### src/rtl/mdu_iterative.sv
// mdu_iterative: RV32M multiply/divide unit, shift-add / restoring, one bit per cycle.
// Define MDU_FAST_MUL_EN to replace the multiply loop with a single-cycle multiplier.
module mdu_iterative #(
  parameter int WIDTH = 32,
  parameter int CNT_W = $clog2(WIDTH) + 1
) (
  input  logic             clk,
  input  logic             rst,
  input  logic             start,
  input  logic [2:0]       funct3,
  input  logic [WIDTH-1:0] src_a,
  input  logic [WIDTH-1:0] src_b,
  output logic             busy,
  output logic             done,
  output logic [WIDTH-1:0] result
);

  localparam int DW = 2 * WIDTH;
  localparam logic [WIDTH-1:0] ZERO = '0;
  localparam logic [WIDTH-1:0] ONES = '1;
  localparam logic [WIDTH-1:0] MIN  = {1'b1, {(WIDTH-1){1'b0}}};
  localparam logic [CNT_W-1:0] LAST = CNT_W'(WIDTH - 1);
  localparam logic [CNT_W-1:0] ONE  = CNT_W'(1);

  typedef enum logic [1:0] {
    S_IDLE,
    S_MUL,
    S_DIV,
    S_DONE
  } state_t;

  state_t           state;
  logic [CNT_W-1:0] cnt;
  logic [1:0]       op;
  logic             neg;
  logic [DW-1:0]    acc;
  logic [WIDTH-1:0] opb;

  logic             a_sg;
  logic             b_sg;
  logic             a_neg;
  logic             b_neg;
  logic             neg_in;
  logic [WIDTH-1:0] ma_in;
  logic [WIDTH-1:0] mb_in;
  logic             div_zero;
  logic             div_ovf;
  logic [WIDTH-1:0] special_res;

  always_comb begin
    a_sg = 1'b0;
    b_sg = 1'b0;
    unique case (1'b1)
      funct3 == 3'b001,
      funct3 == 3'b100,
      funct3 == 3'b110: begin
        a_sg = 1'b1;
        b_sg = 1'b1;
      end
      funct3 == 3'b010: a_sg = 1'b1;
      default: ;
    endcase
    a_neg  = a_sg & src_a[WIDTH-1];
    b_neg  = b_sg & src_b[WIDTH-1];
    ma_in  = a_neg ? -src_a : src_a;
    mb_in  = b_neg ? -src_b : src_b;
    // remainder follows the dividend; everything else the xor
    neg_in = (funct3[2] & funct3[1]) ? a_neg : (a_neg ^ b_neg);
  end

  always_comb begin
    div_zero = funct3[2] & (src_b == ZERO);
    div_ovf  = funct3[2] & ~funct3[0]
             & (src_a == MIN) & (src_b == ONES);
    if (div_zero)
      special_res = funct3[1] ? src_a : ONES;
    else
      special_res = funct3[1] ? ZERO : src_a;
  end

  logic [WIDTH:0]   add_sum;
  logic [DW-1:0]    mul_nx;
  logic [WIDTH:0]   rem_sh;
  logic [WIDTH-1:0] rem_try;
  logic             q_bit;
  logic [DW-1:0]    div_nx;
  logic [DW-1:0]    step_nx;
  logic [DW-1:0]    prod_s;
  logic [WIDTH-1:0] quo_sel;
  logic [WIDTH-1:0] mul_res;
  logic [WIDTH-1:0] div_res;

  always_comb begin
    add_sum = {1'b0, acc[DW-1:WIDTH]}
            + (acc[0] ? {1'b0, opb} : {1'b0, ZERO});
    mul_nx  = {add_sum, acc[WIDTH-1:1]};
    rem_sh  = {acc[DW-1:WIDTH], acc[WIDTH-1]};
    q_bit   = rem_sh >= {1'b0, opb};
    rem_try = rem_sh[WIDTH-1:0] - opb;
    div_nx  = {q_bit ? rem_try : rem_sh[WIDTH-1:0],
               acc[WIDTH-2:0], q_bit};
    step_nx = (state == S_DIV) ? div_nx : mul_nx;
    prod_s  = neg ? -mul_nx : mul_nx;
    mul_res = (op == 2'b00) ? prod_s[WIDTH-1:0]
                            : prod_s[DW-1:WIDTH];
    quo_sel = op[1] ? div_nx[DW-1:WIDTH] : div_nx[WIDTH-1:0];
    div_res = neg ? -quo_sel : quo_sel;
  end

`ifdef MDU_FAST_MUL_EN
  logic [DW-1:0]    fast_p;
  logic [DW-1:0]    fast_s;
  logic [WIDTH-1:0] fast_res;

  always_comb begin
    fast_p   = {ZERO, ma_in} * {ZERO, mb_in};
    fast_s   = neg_in ? -fast_p : fast_p;
    fast_res = (funct3[1:0] == 2'b00) ? fast_s[WIDTH-1:0]
                                      : fast_s[DW-1:WIDTH];
  end
`endif

  always_ff @(posedge clk) begin
    if (rst) begin
      state  <= S_IDLE;
      cnt    <= '0;
      op     <= '0;
      neg    <= 1'b0;
      acc    <= '0;
      opb    <= '0;
      busy   <= 1'b0;
      done   <= 1'b0;
      result <= '0;
    end else begin
      case (state)
        S_IDLE: begin
          done <= 1'b0;
          if (start) begin
            op  <= funct3[1:0];
            neg <= neg_in;
            cnt <= '0;
            if (div_zero | div_ovf) begin
              result <= special_res;
              done   <= 1'b1;
              state  <= S_DONE;
            end else if (funct3[2]) begin
              acc   <= {ZERO, ma_in};
              opb   <= mb_in;
              busy  <= 1'b1;
              state <= S_DIV;
            end else begin
`ifdef MDU_FAST_MUL_EN
              result <= fast_res;
              done   <= 1'b1;
              state  <= S_DONE;
`else
              acc   <= {ZERO, mb_in};
              opb   <= ma_in;
              busy  <= 1'b1;
              state <= S_MUL;
`endif
            end
          end
        end
        S_MUL, S_DIV: begin
          acc <= step_nx;
          cnt <= cnt + ONE;
          if (cnt == LAST) begin
            cnt    <= '0;
            busy   <= 1'b0;
            done   <= 1'b1;
            result <= (state == S_DIV) ? div_res : mul_res;
            state  <= S_DONE;
          end
        end
        S_DONE: begin
          done  <= 1'b0;
          state <= S_IDLE;
        end
        default: state <= S_IDLE;
      endcase
    end
  end

endmodule

### config.mk
export PLATFORM = sky130hd
export DESIGN_NAME = mdu_iterative
export DESIGN_NICKNAME = d
export VERILOG_FILES = /design/src/rtl/mdu_iterative.sv
export SDC_FILE = /design/constraint.sdc
export NUM_CORES = 1
export LEC_CHECK = 0
export CORE_MARGIN = 5
export CORE_UTILIZATION = 50
export CTS_CLUSTER_DIAMETER = 30
export DETAILED_ROUTE_END_ITERATION = 6
export GPL_TIMING_DRIVEN = 0
export PLACE_DENSITY = 0.69
export REMOVE_ABC_BUFFERS = 1
export SLEW_MARGIN = 10
export SYNTH_ARGS = -nofsm -noshare
export SYNTH_HDL_FRONTEND = slang
export SYNTH_SLANG_ARGS = --single-unit
### constraint.sdc
create_clock -name clk -period 9.9 [get_ports clk]
set_clock_uncertainty 0.05 [all_clocks]
set_input_delay 1.98 -clock clk [delete_from_list [all_inputs] [get_ports clk]]
set_output_delay 1.98 -clock clk [all_outputs]
set_load 0.02 [all_outputs]
# After elaboration in Yosys (flattened, before gate mapping)
# Cells that the tools add are included.
[op_classes]
muxes = 41
magnitude_cmp = 1
n_reduce_logical = 14
eq_ne = 14
n_bitwise = 11
addsub = 7
[ops]
columns = ["op", "count"]
rows = [
  ["32-bit 2-to-1 mux", 16],
  ["64-bit 2-to-1 mux", 4],
  ["64-bit case mux with 2 select lines", 1],
  ["32-bit negation", 3],
  ["32-bit == test (second input constant)", 2],
  ["64-bit negation", 1],
  ["32-bit case mux with 2 select lines", 1],
  ["32-bit by 32-bit adder with 33-bit output", 1],
  ["33-bit by 32-bit >= comparator with 1-bit output", 1],
  ["32-bit zero test", 1],
  ["32-bit subtractor", 1],
  ["6-bit 2-to-1 mux", 2],
  ["6-bit case mux with 2 select lines", 1],
  ["1-bit 2-to-1 mux", 9],
  ["2-bit 2-to-1 mux", 4],
  ["2-bit inequality test (second input constant)", 4],
  ["4-bit AND reduction", 2],
  ["1-bit AND", 7],
  ["6-bit by 1-bit adder with 6-bit output (second input constant)", 1],
  ["3-bit == test (second input constant)", 2],
  ["6-bit by 5-bit == test with 1-bit output (second input constant)", 1],
  ["2-bit case mux with 3 select lines", 1],
  ["2-bit AND reduction", 3],
  ["3-bit AND reduction", 2],
  ["14 further kinds", 17],
]
[totals]
in_bits = 70
output_inout_bits = 34
reg_bits = 141
word_cells = 97

# Longest topological paths before layout
[logic_depth]
word_depth = 9
depth_mapped = 26
mapped_depth_nobuf = 20

# Worst setup path after synthesis
# OpenSTA, ideal clock, no wires.
[synth_path]
path_type = "register -> register"
start = "reg acc[31]"
end = "reg result[28]"
arrival_ps = 5768
t_required_ps = 9754
slack_ps = 3987
n_path_buf = 5
setup_ps = 96
stages_incl_launch_ff = 26
synth_period_minus_slack_ps = 5913
cell_sequence = "dfxtp_1 clkbuf_1 inv_1 ha_1 nand2b_1 a21o_1 a2111o_1 a2111o_1 nand2_1 buf_2 buf_1 clkbuf_1 mux2i_1 a21o_1 ha_1 nand2_1 nor2_1 o211a_1 a211oi_1 or3_1 clkbuf_1 or4_4 o41ai_2 xor2_1 a21oi_1 o41ai_2"
[synth_between]
elab_chain_cells = 8
word_cells_on_any_way = 12
cone_classes = "add/sub (3); order compare (1); mux (8)"
[synth_rtl]
columns = ["item", "line", "text"]
rows = [
  ["start: declaration", "36", "logic [DW-1:0] acc;"],
  ["start signal: assignment", "147", "acc <= {ZERO, ma_in};"],
  ["start signal: assignment", "157", "acc <= {ZERO, mb_in};"],
  ["start signal: assignment", "166", "acc <= step_nx;"],
  ["32-bit subtractor / 33-bit by 32-bit >= comparator with 1-bit output (equally long branches)", "99, 98", ""],
  ["32-bit 2-to-1 mux", "100", "div_nx = {q_bit ? rem_try : rem_sh[WIDTH-1:0],"],
  ["32-bit 2-to-1 mux", "106", "quo_sel = op[1] ? div_nx[DW-1:WIDTH] : div_nx[WIDTH-1:0];"],
  ["32-bit negation", "107", "div_res = neg ? -quo_sel : quo_sel;"],
  ["32-bit 2-to-1 mux", "107", ""],
  ["32-bit 2-to-1 mux (*)", "172", "result <= (state == S_DIV) ? div_res : mul_res;"],
  ["32-bit 2-to-1 mux (*)", "168", "if (cnt == LAST) begin"],
  ["32-bit case mux with 2 select lines (*)", "135", "case (state)"],
  ["end signal: assignment", "143", "result <= special_res;"],
  ["end signal: assignment", "172", ""],
  ["end: declaration", "15", "output logic [WIDTH-1:0] result"],
]
# Mark *: on every way between the ends. The rest lies on a longest branch, timed or not. The select of a mux whose other input is x is not followed.
# A chain may end at the register's enable or synchronous reset.

# Final worst setup path
[layout_path]
start = "in src_b[24]"
end = "reg acc[53]"
[layout_between]
elab_chain_cells = 5
word_cells_on_any_way = 7
cone_classes = "eq/ne (2); bitwise (3); reduce/logical (2)"
[layout_rtl]
columns = ["item", "line", "text"]
rows = [
  ["start: declaration", "12", "input logic [WIDTH-1:0] src_b,"],
  ["32-bit == test / 32-bit zero test (equally long branches)", "74, 72", ""],
  ["1-bit AND, on equally long branches", "74, 72", ""],
  ["1-bit bitwise OR (*)", "142", "if (div_zero | div_ovf) begin"],
  ["2-bit inequality test (no line) (*)", "--", ""],
  ["3-bit AND reduction (no line) (*)", "--", ""],
]
# Mark *: on every way between the ends. The rest lies on a longest branch, timed or not.

==> results.py <==
metrics = {
    "status": {
        "outcome": "complete, no violations",
    },
    "critical_path": {
        "cp.required_ns": 10.16,
        "worstSetupPathType": "in -> reg",
        "crit_fanout": 33,
        "cp-start-kind": "primary input",
        "end_kind": "register",
        "arrival_ns": 7.28,
    },
    "routing": {
        "num_vias": 20000,
        "route.detailed.drc": 0,
        "post_drt_wl_per_cell_um": 23.0,
        "drt_iter0_drc": 2435,
        "drtAntennaViolNets": 0,
        "viasPerCell": 6.61,
        "firstDrtPassIters": 6,
        "routed_wl_um": 69700,
    },
    "floorplanning": {
        "initial_utilization_pct": 50.8,
        "die_x_um": 197,
        "num_rows": 68,
        "ios": 104,
        "die_area_um2": 38900,
        "fp.dieH_um": 197,
        "core_um2": 34500,
    },
    "synth": {
        "ys_warn_count": 0,
        "async_reset_ff_share_pct": 0,
        "yosysUniqueCellTypes": 81,
        "synthFlopType": "dfxtp_1",
        "syn_area_per_cell_um2": 6.64,
        "netlist_area_um2": 17500,
        "synth_edf_count": 0,
        "ys_ff_latch": 141,
        "yosysSeqAreaShare_pct": 16.1,
        "synthCells": 2639,
    },
    "place": {
        "place_area_um2": 18700,
        "hpwl_um": 52800,
        "gp_congestion": 0.946,
        "port_buffers": 103,
    },
    "layout": {
        "stdcell_area_um2": 19300,
        "drive_gt1_share_pct": 4.35,
        "diodes": 0,
        "area_growth_pct": 10.0,
        "layout.cells.most_common": "nor2_1",
        "mostFrequentLayoutCells": "nor2_1, nand2_1, a21oi_1",
        "num-nets-final": 2705,
        "fin_util_pct": 55.8,
    },
    "cts": {
        "cts_root_buf": "clkbuf_16",
        "cts_tree": "yes",
        "clk_path_buf_depth": 2,
        "cts_repair_resize_count": 0,
        "clock_latency_ns": 0.45,
        "cts_buffers": 17,
        "numClockSinks": 141,
        "cts_hold_buf": 0,
        "clk_pin_slew_worst_paths_ns": 0.07,
        "cts_max_level": 4,
        "cts_setup_buffers": 0,
    },
    "sta": {
        "hold_viol_final": 0,
        "rsz0062_at_grt": "false",
        "tightest_slew_ns": 1.36,
        "max_slew_margin_pct": 8.52,
        "setup_viol": 0,
        "drv_slew": 0,
        "min_period_over_period_pct": 70.9,
        "fmax_ghz": 0.143,
        "fin_crit_ns": 7.02,
    },
    "grt": {
        "use_met1_pct": 49.9,
        "grt.busiest_layer": "met2",
        "track_usage_pct": 34.3,
        "grt_pass1_wl_um": 107000,
        "antenna_found_initial": 0,
        "grt_max_degree": 99,
        "grt_use_met3_pct": 6.89,
        "grt_util_met2_pct": 51.1,
        "grt_pass1_vias": 18300,
        "overflow": 0,
    },
    "pwr": {
        "power.density_nw_per_um2": 272,
        "power.leakage_nw": 7.04,
        "ir_drop_uv": 287,
        "finalPower_mw": 5.25,
    },
    "min_path": {
        "hold_path_class": "reg -> reg",
    },
    "job": {
        "cap_violations": 0,
    },
}
## metal layers
layer | vias up | part of all wire [%]
met3 | 112 | 10
met4 | 0 | 3.1
met5 | - | 0
li1 | 9557 | -
met2 | 993 | 42
met1 | 9357 | 44
## Yosys cell counts, types with 61 or more instances
cell | instances | area [um^2]
inv_1 | 84 | 315
a211oi_1 | 91 | 683
clkbuf_1 | 179 | 672
nand2_1 | 257 | 965
nor3_1 | 111 | 556
xnor2_1 | 87 | 762
a21oi_1 | 249 | 1250
ha_1 | 73 | 913
mux2i_1 | 61 | 611
dfxtp_1 | 141 | 2820
nand3_1 | 64 | 320
nor2_1 | 351 | 1320
o21ai_0 | 156 | 781
## where the power goes
group          total, mW  switching [mW]  internal [mW]
registers           1.00           0.287          0.713
clock network      0.685           0.303          0.383
logic               3.56            2.32           1.24
total               5.25            2.91           2.34
## registers in the layout (all words and copies together), names as in the netlist
name	count
acc	64
opb	32
result	32
cnt	6
op	2
state	2
busy	1
done	1
neg	1
## path summary, 6_finish.rpt
check | depth (start not counted) | from | slack, ns | to
worst max-delay path | 13 | src_b[24] | 2.88 | acc[53]
worst min-delay path | 2 | result[22] | 0.40 | result[22]
worst max register to register | 20 | acc[31] | 2.88 | result[20]
worst min register to register | 2 | result[22] | 0.40 | result[22]
## cells by family after synthesis
group | Yosys count | synth area share [%]
adder cells (fa/ha/maj) | 92 | 6.41
flip-flops | 141 | 16.1
multiplexers | 79 | 4.64
AND/OR/NAND/NOR | 1044 | 27.9
buffers and inverters | 298 | 6.43
AO/OA/AOI/OAI | 847 | 31.6
XOR/XNOR | 138 | 6.89
## worst max-delay path: stages
cell and delay [ns]:
clkdlybuf4s50_1 0.55, or4_1 0.59, or4_1 0.47, or3_1 0.36, nor3_2 0.63, buf_6 0.25
o21bai_1 0.40, or2_2 0.69, o21ai_4 0.41, nand2_1 0.57, nor3_1 0.13, a21oi_1 0.14
nor2_1 0.05
## through the flow
| stage | instances | setup TNS [ns] | setup slack, ns | hold WS, ns |
|---|---|---|---|---|
| 6_report | 3028 | 0 | 2.88 | 0.400 |
| 5_1_grt | 3028 | 0 | 2.70 | 0.432 |
| 4_1_cts | 3028 | 0 | 2.96 | 0.404 |
| 3_5_place_dp | 2996 | 0 | 2.50 | 0.395 |
| 3_3_place_gp | 2983 | -460.05 | -7.90 | 0.391 |
| 2_1_floorplan | 2425 | -25.12 | -0.979 | 0.384 |
## layout make-up
cell class	count	area (um^2)
Sequential cell	141	2830
Tap cell	455	569
Timing Repair Buffer	116	1290
Fill cell	3490	15300
Inverter	84	315
Multi-Input combinational cell	2200	13700
Clock inverter	14	156
Clock buffer	18	439
Power figures use the tool's default switching activity.
